==> src/rtl/hca28_limb_serial_adder.sv <==
// ---------------------------------------------------------------------------
// hca28_limb_serial_adder
//   Limb-serial multi-precision add/subtract. Each accepted limb pair goes
//   through one evaluation of a 28-bit Han-Carlson prefix adder. The limb's
//   carry out (sum bit W) is kept as the carry into the next limb of the same
//   operation.
//
// Ports
//   clk, rst          clock, synchronous active-high reset
//   in_valid/ready    input handshake for one limb pair
//   in_x, in_y        operand limbs, least significant limb first
//   in_first/in_last  operation framing
//   in_sub            X-Y when set; only looked at on a first limb
//   out_valid/ready   output handshake, single register stage
//   out_sum, out_idx  result limb and its index within the operation
//   out_last          final limb of the operation
//   out_cout          raw carry out of the limb (0 = borrow when subtracting)
//   out_err           framing / overlength error flagged on this limb
// ---------------------------------------------------------------------------

// Han-Carlson prefix adder with carry-in: {sum_o[W], sum_o[W-1:0]} = a + b + cin.
// Odd bits run a Kogge-Stone tree; even bits are fixed up with one last level.
module hca28_core #(
    parameter int W = 28
) (
    input  logic [W-1:0] a_i,
    input  logic [W-1:0] b_i,
    input  logic         cin_i,
    output logic [W:0]   sum_o
);
    logic [W-1:0] g0, p0, g, p;

    always_comb begin
        g0 = a_i & b_i;
        p0 = a_i ^ b_i;
        g  = g0;
        p  = p0;
        // Folding cin into bit 0 makes every group generate G[i:0] the
        // carry into bit i+1 directly.
        g[0] = g0[0] | (p0[0] & cin_i);

        // Odd bits absorb their even neighbour.
        for (int i = W - 1; i >= 1; i--) begin
            if (i % 2 == 1) begin
                g[i] = g[i] | (p[i] & g[i-1]);
                p[i] = p[i] & p[i-1];
            end
        end

        // Kogge-Stone over odd bits. Descending order keeps g[i-d]/p[i-d]
        // at their previous-level values while updating in place.
        for (int d = 2; d < W; d = d * 2) begin
            for (int i = W - 1; i >= 1; i--) begin
                if ((i % 2 == 1) && (i >= d)) begin
                    g[i] = g[i] | (p[i] & g[i-d]);
                    p[i] = p[i] & p[i-d];
                end
            end
        end

        // Even bits take the finished prefix of the odd bit below them.
        for (int i = 2; i < W; i++) begin
            if (i % 2 == 0) begin
                g[i] = g0[i] | (p0[i] & g[i-1]);
            end
        end

        sum_o = {g[W-1], p0 ^ {g[W-2:0], cin_i}};
    end
endmodule

module hca28_limb_serial_adder #(
    parameter int W         = 28,
    parameter int MAX_LIMBS = 16,
    parameter int CNT_W     = 4
) (
    input  logic             clk,
    input  logic             rst,
    input  logic             in_valid,
    output logic             in_ready,
    input  logic [W-1:0]     in_x,
    input  logic [W-1:0]     in_y,
    input  logic             in_first,
    input  logic             in_last,
    input  logic             in_sub,
    output logic             out_valid,
    input  logic             out_ready,
    output logic [W-1:0]     out_sum,
    output logic [CNT_W-1:0] out_idx,
    output logic             out_last,
    output logic             out_cout,
    output logic             out_err
);
    typedef enum logic {IDLE, RUN} state_e;

    localparam logic [CNT_W-1:0] IDX_MAX = CNT_W'(MAX_LIMBS - 1);

    state_e           state_q, state_d;
    logic             carry_q, carry_d;
    logic             sub_q, sub_d;
    logic [CNT_W-1:0] idx_q, idx_d;

    logic             out_valid_q, out_valid_d;
    logic [W-1:0]     out_sum_q, out_sum_d;
    logic [CNT_W-1:0] out_idx_q, out_idx_d;
    logic             out_last_q, out_last_d;
    logic             out_cout_q, out_cout_d;
    logic             out_err_q, out_err_d;

    logic             accept;
    logic             is_first;
    logic             sub_eff;
    logic             cin;
    logic [W-1:0]     y_eff;
    logic [CNT_W-1:0] idx_nxt;
    logic             err_nxt;
    logic [W:0]       core_sum;

    // Output register is the only buffer: a new limb enters only when the
    // held result is absent or leaving this cycle.
    assign in_ready = !rst && (!out_valid_q || out_ready);
    assign accept   = in_valid && in_ready;

    // A limb arriving in IDLE is treated as first even without in_first.
    assign is_first = in_first || (state_q == IDLE);
    assign sub_eff  = is_first ? in_sub : sub_q;
    // Subtract is X + ~Y + 1, so the first-limb carry-in equals in_sub.
    assign cin      = is_first ? in_sub : carry_q;
    assign y_eff    = sub_eff ? ~in_y : in_y;
    assign idx_nxt  = is_first ? '0 :
                      (idx_q == IDX_MAX) ? IDX_MAX : idx_q + 1'b1;
    assign err_nxt  = ((state_q == IDLE) && !in_first) ||
                      ((state_q == RUN)  &&  in_first) ||
                      (!is_first && (idx_q == IDX_MAX));

    hca28_core #(.W(W)) u_core (
        .a_i   (in_x),
        .b_i   (y_eff),
        .cin_i (cin),
        .sum_o (core_sum)
    );

    always_comb begin
        state_d     = state_q;
        carry_d     = carry_q;
        sub_d       = sub_q;
        idx_d       = idx_q;
        out_valid_d = out_valid_q;
        out_sum_d   = out_sum_q;
        out_idx_d   = out_idx_q;
        out_last_d  = out_last_q;
        out_cout_d  = out_cout_q;
        out_err_d   = out_err_q;

        if (accept) begin
            state_d     = in_last ? IDLE : RUN;
            carry_d     = core_sum[W];
            idx_d       = idx_nxt;
            if (is_first) begin
                sub_d = in_sub;
            end
            out_valid_d = 1'b1;
            out_sum_d   = core_sum[W-1:0];
            out_idx_d   = idx_nxt;
            out_last_d  = in_last;
            out_cout_d  = core_sum[W];
            out_err_d   = err_nxt;
        end else if (out_valid_q && out_ready) begin
            out_valid_d = 1'b0;
        end
    end

    always_ff @(posedge clk) begin
        if (rst) begin
            state_q     <= IDLE;
            carry_q     <= 1'b0;
            sub_q       <= 1'b0;
            idx_q       <= '0;
            out_valid_q <= 1'b0;
            out_sum_q   <= '0;
            out_idx_q   <= '0;
            out_last_q  <= 1'b0;
            out_cout_q  <= 1'b0;
            out_err_q   <= 1'b0;
        end else begin
            state_q     <= state_d;
            carry_q     <= carry_d;
            sub_q       <= sub_d;
            idx_q       <= idx_d;
            out_valid_q <= out_valid_d;
            out_sum_q   <= out_sum_d;
            out_idx_q   <= out_idx_d;
            out_last_q  <= out_last_d;
            out_cout_q  <= out_cout_d;
            out_err_q   <= out_err_d;
        end
    end

    assign out_valid = out_valid_q;
    assign out_sum   = out_sum_q;
    assign out_idx   = out_idx_q;
    assign out_last  = out_last_q;
    assign out_cout  = out_cout_q;
    assign out_err   = out_err_q;
endmodule

==> config.mk <==
export PLATFORM = sky130hd
export DESIGN_NAME = hca28_limb_serial_adder
export DESIGN_NICKNAME = d
export VERILOG_FILES = /design/src/rtl/hca28_limb_serial_adder.sv
export SDC_FILE = /design/constraint.sdc
export NUM_CORES = 1
export LEC_CHECK = 0
export CAP_MARGIN = 25
export CORE_MARGIN = 2
export CORE_UTILIZATION = 50
export CTS_CLUSTER_DIAMETER = 100
export DETAILED_ROUTE_END_ITERATION = 7
export PLACE_DENSITY = 0.95
export SLEW_MARGIN = 25
export SYNTH_ARGS = -nofsm -noshare
export SYNTH_HDL_FRONTEND = slang
export SYNTH_SLANG_ARGS = --single-unit
==> constraint.sdc <==
create_clock -name clk -period 5.6 [get_ports clk]
set_input_delay 0.56 -clock clk [delete_from_list [all_inputs] [get_ports clk]]
set_output_delay 0.56 -clock clk [all_outputs]
set_load 0.01 [all_outputs]
==> metrics.md <==
| Metric | Value |
|---|---|
| Async S/R FF share, synth | 0% |
| Vias in the first global route | 2,668 |
| P_int | 0.626 mW |
| GRT Util Overall | 23.2% |
| Nets | 516 |
| Most common cell in the netlist | dfxtp_1 |
| HP Class | reg -> reg |
| Cell chain of the critical path | clkdlybuf4s50_1 -> inv_1 -> ha_1 -> nor2b_1 -> a21oi_4 -> buf_4 -> xor2_1 -> fa_1 -> nor2b_1 -> o21ai_2 -> o21ai_4 -> a21oi_2 -> o41ai_4 -> a31oi_1 -> fa_1 -> xor2_1 -> o21ai_0 |
| Cell row count | 27 |
| Input/output buffers | 99 |
| Max-cap viol count | 0 |
| Logic pwr share | 45.3% |
| Area leader, netlist | dfxtp_1 |
| CP top delay family | adder cells |
| Clock sinks | 38 |
| Post-Synth XOR/XNOR Area | 12.3% |
| Slew Viols, Final | 0 |
| Die Ht | 80.4 um |
| Drt first pass iters | 4 |
| DRC viols | 0 |
| Syn_nets | 422 |
| Crit-path slowest cell | fa_1 |
| Commonest cells in the netlist | dfxtp_1, xnor2_1, ha_1 |
| CP startpoint kind | input port |
| Clk root buf | clkbuf_8 |
| Worst Path Required | 5.74 ns |
| Initial antenna violation count | 0 |
| GRT overflow | 0 |
| Final RePlAce weighted congestion | 0.809 |
| Period utilization | 76.5% |
| Hold Vio Cnt, Final | 0 |
| Synth Area in Simple Gates | 14.6% |
| Compound-Gate Fraction of Synth Area | 19.4% |
| Max clock buf depth | 2 |
| I/O pins | 100 |
| # hold bufs at CTS | 0 |
| Skew final | 0.00918 ns |
| Maximum VDD drop | 0.161 mV |
| #FFs+latches synth | 38 |
| Full die area | 6460 sq um |
| Max Clk Rate | 0.233 GHz |
| CTS buffer count | 5 |
| Sw frac | 34.2% |
| Power share of the sequential group | 33.7% |
| Postcts setup bufs | 0 |
| Routed vias | 2,580 |
| Crit path buf inv count | 3 |
| DRT antenna net count | 0 |
| Clock power frac | 21.0% |
| Layout area overhead | 39.0% |
| Power Dens Cells | 234 nW/um^2 |
| Max incr delay on CP | 0.45 ns |
| Fillcell total | 427 |
| NetSw | 0.325 mW |
| Initial drt markers | 115 |
| Critical Path Fanout Max | 28 |
| Worst skew pair latency | 0.28 ns |
| Final setup violation count | 0 |
| Global-route wire length before repair | 11.9 mm |
| Die width | 80.4 um |
| Post_cts resized | 0 |
| Post-Syn Area per Cell | 9.23 sq um |
| CTS tree | built |
| Mux contribution to synthesized area | 0% |
| Setup ws final | 1.32 ns |
| Place WS | 1.02 ns |
| Main combinational cell family by area after synthesis | adder cells |
| Largest net degree at the start of global routing | 40 |
| RSZ-0062 raised after global routing | no |
| Worst-margin pin slew | 0.698 ns |
| Post-Synthesis Cell Area | 2920 sq um |
| Warnings from Yosys | 0 |
| Library cells used by synthesis | 41 |
| CP Capture Type | flip-flop |
| Slew margin rel. | 53.3% |
| Post-placement cell count | 475 |
| Via density | 5.34 |
| Ys flop type | dfxtp_1 |
| Synth top area cells | dfxtp_1, ha_1, fa_1 |
| Post-synth top area share | 26.1% |
| Seq/Total Area, Yosys | 26.1% |
| Power, Total | 0.951 mW |
| Diodes inserted | 0 |
| Worst setup path class | in -> reg |
| Gate Count Post-Synth | 316 |
| Final core occ | 72.7% |
| Final min period | 4.28 ns |
| Fraction of layout cells with a size suffix above 1 | 6.33% |
| Wire length per cell | 14.9 um |
| Worst-path clk slew | 0.08 ns |
| Status | completed |
| Post-synth EDFFs | 0 |
| Crit path DAT | 4.42 ns |
| LEAKAGE | 1.65 nW |
| Initial core utilization | 52.3% |
| Hpwl dp | 5.63 mm |
| Max H-tree Level | 2 |
| Setup TNS Final | 0 ns |
| Adder-cell share of the synthesized area | 22.3% |
| Final wirelength | 7.21 mm |
| Non-filler cells, final | 483 |
| Core Region | 5570 sq um |
power groups by stage:
stage / sequential, mW / combinational [mW] / clock (mW)
floorplan: 0.339 / 0.250 / 0
detailed placement: 0.326 / 0.430 / 0
CTS: 0.320 / 0.433 / 0.204
global route: 0.324 / 0.478 / 0.214
finish: 0.320 / 0.431 / 0.200
global placement: 0.326 / 0.413 / 0
routing by layer:
metal  global-route usage, %  up-vias  wire length, um
met1                    28.8     1216             3210
met4                    3.90        0               31
li1                        -     1281                -
met2                    42.8       79             3630
met5                       0        -                0
met3                    3.71        4              334
worst min-delay path: stages (launching register included):
cell,delay (ns)
dfxtp_1,0.32
nand2_1,0.06
a21oi_1,0.06
stage by stage:
stage / hold slack, ns / cell area [sq um]
floorplan: 0.478 / 2920
global placement: 0.444 / 3960
detailed placement: 0.461 / 3960
CTS: 0.475 / 4050
global route: 0.516 / 4050
finish: 0.478 / 4050
state kept, by name, summed over array words and instances, names as in the netlist:
signal and flops:
out_err 1, sub_q 1, out_idx 4, out_sum 28, out_valid 1, state_q 1
out_cout 1, out_last 1
logic make-up after synthesis:
logic type | count (synthesis)
xor gates and xnor gates | 41
and+or+nand+nor | 80
AOI/OAI and AO/OA | 78
buffers and inverters | 36
DFF | 38
adders and majority gates | 43
final cells by class:
| cell class | instances | area (sq um) | area share (%) |
|---|---|---|---|
| multi-input cells | 242 | 2020 | 49.7 |
| repair buffers | 102 | 1010 | 25.0 |
| flip-flops and latches | 38 | 761 | 18.8 |
| well taps | 72 | 90.1 | 2.22 |
| clock buffers | 6 | 82.6 | 2.04 |
| inverters | 21 | 78.8 | 1.94 |
| clock inverters | 2 | 12.5 | 0.309 |
final timing paths:
| kind | from | end | slack, ns | cells past startpoint |
|---|---|---|---|---|
| worst max-delay path | in_first | out_sum[27]$_SDFFE_PP0P_ | 1.32 | 17 |
| worst min register to register | out_last$_SDFFE_PP0P_ | out_last$_SDFFE_PP0P_ | 0.48 | 2 |
| worst min-delay path | out_last$_SDFFE_PP0P_ | out_last$_SDFFE_PP0P_ | 0.48 | 2 |
| worst max register to register | state_q$_SDFFE_PP0P_ | out_sum[27]$_SDFFE_PP0P_ | 1.70 | 15 |
cell usage in the layout, fill, tap and decap left out, types with 2 or more instances in the layout:
master	n
a211oi_1	13
a21o_1	9
a21oi_1	15
a21oi_2	4
and3_1	2
buf_4	3
clkbuf_8	6
clkdlybuf4s50_1	99
dfxtp_1	38
fa_1	15
ha_1	28
inv_1	21
nand2_1	22
nand3_1	3
nand3b_1	20
nand4_1	4
nor2_1	18
nor2b_1	4
nor3_1	2
o211ai_1	2
o21a_1	5
o21ai_0	16
xnor2_1	31
xor2_1	10
Note: power is estimated with default switching activity, not from simulation.
==> edit 1: new RTL, same flow settings <==
`W` is set to 28 in 2 places; all go to 56.
--- a/src/rtl/hca28_limb_serial_adder.sv
+++ b/src/rtl/hca28_limb_serial_adder.sv
@@ -21,7 +21,7 @@
 // Han-Carlson prefix adder with carry-in: {sum_o[W], sum_o[W-1:0]} = a + b + cin.
 // Odd bits run a Kogge-Stone tree; even bits are fixed up with one last level.
 module hca28_core #(
-    parameter int W = 28
+    parameter int W = 56
 ) (
     input  logic [W-1:0] a_i,
     input  logic [W-1:0] b_i,
@@ -70,7 +70,7 @@
 endmodule
 
 module hca28_limb_serial_adder #(
-    parameter int W         = 28,
+    parameter int W         = 56,
     parameter int MAX_LIMBS = 16,
     parameter int CNT_W     = 4
 ) (
Ports: changed (resized in_x, in_y and out_sum); port bits go from 100 to 184. No check against the original RTL was run, so the function may have changed too.
==> edit 1 against the original RTL <==
- synthesized cell count is 100% higher
- first-iteration DRC count is 140% higher
- final cell count is 96% higher
- count of clock-buffer cells in the layout is 6 higher
- combinational power is 97% higher
- wire length is 110% higher
- register-to-register slack worse by 600 ps
- total power is 88% higher
- setup slack worse by 550 ps
- sequential cell count is 28 higher
- cell area is 88% higher
- synthesized area is 89% higher
- critical endpoint is now out_sum[54]
- largest power group unchanged
==> edit 1: results (changes against the original RTL) <==
[status]
status = completed

[global_route]
grt_use_total_pct = 26.75  ; +3.5 points
grt_first_pass_wirelength_um = 24760  ; +110%
grt_max_degree = 68  ; +70%
first_global_vias = 5428  ; +100%
gr-usage-met2_pct = 48.18  ; +5.3 points

[synth]
synth-adder-area-share_pct = 23.25  ; +0.94 points
synth.yosys.seq_area_share_pct = 23.98  ; -2.1 points
yosysUniqueCellTypes = 50  ; +22%
synth_nets = 840  ; +99%
synth_area_leaders = dfxtp_1, ha_1, xnor2_1
synth_cells = 636  ; +100%
synth_compound_area_share_pct = 17.82  ; -1.6 points
synth_xor_area_share_pct = 13.19  ; +0.88 points
synth_common_cells = xnor2_1, dfxtp_1, nand2_1, ha_1, o21ai_0

[clock_tree]
clk_path_buf_depth = 2  ; unchanged
clk_latency_ps = 350  ; +70 ps
h-tree-depth = 3  ; +1

[setup_path]
crit_family = compound AO/OA/AOI/OAI gates
max_stage_delay_ps = 480  ; +30 ps
cp_max_fo = 56  ; +100%
arrival_ps = 5090  ; +670 ps

[cells_and_area]
final_nets = 1009  ; +96%
largest_reg_flops = 56  ; +100%
multi_input_gates = 501  ; +110%
inv_count = 41  ; +95%
clk_share_pct = 2.233  ; -0.11 points
buffers = 186  ; +82%
seq_share_pct = 17.34  ; -1.4 points
multi_input_area_um2 = 3939  ; +95%
regArea_um2 = 1321  ; +74%

[drt]
wl_met3_um = 1108  ; +230%
viasPerCell = 5.462  ; +2.2%
first_iter_violations = 272  ; +140%
wl_per_cell_um = 16.19  ; +8.5%
route.met2.wl_um = 7857  ; +120%
wl_met1_um = 6133  ; +91%

[place]
port_buffers = 183  ; +85%
gp_congestion = 0.9131  ; +13%
dp_cells = 934  ; +97%
placed_area_um2 = 7450  ; +88%
dp_slack_ps = 430.2  ; -591.7 ps

[floorplanning]
num_rows = 38  ; +41%

[pwr]
power_leakage_nw = 3.042  ; +84%
max-vdd-ir-drop_mv = 0.1504  ; -6.7%

[sta]
fin_skew_ps = 6.729  ; -2.447 ps
relSlewSlack_pct = 38.45  ; -15 points

-- edit 1: changes by cell type in the layout (fill, tap and decap cells not counted), moves of 8 or more --
cell             before  now
a211oi_1             13   21
a21oi_1              15   41
clkdlybuf4s50_1      99  182
dfxtp_1              38   66
fa_1                 15   29
ha_1                 28   56
inv_1                21   41
nand2_1              22   61
nand3b_1             20   43
nor2_1               18   41
o21ai_0              16   44
xnor2_1              31   68
-- edit 1: worst paths after layout --
path | endpoint | cells past startpoint | start | slack [ps]
worst min register to register | out_last | 2 | out_last | 470
worst max-delay path | out_sum[54] | 17 | in_first | 770
worst max register to register | out_sum[54] | 15 | state_q | 1100
worst min-delay path | out_last | 2 | out_last | 470
-- edit 1: power groups by stage --
stage | clock [mW] | sequential (mW) | combinational (mW)
floorplan | 0 | 0.602 | 0.474
global placement | 0 | 0.576 | 0.815
detailed placement | 0 | 0.577 | 0.842
CTS | 0.377 | 0.568 | 0.848
global route | 0.397 | 0.574 | 0.941
finish | 0.369 | 0.568 | 0.847
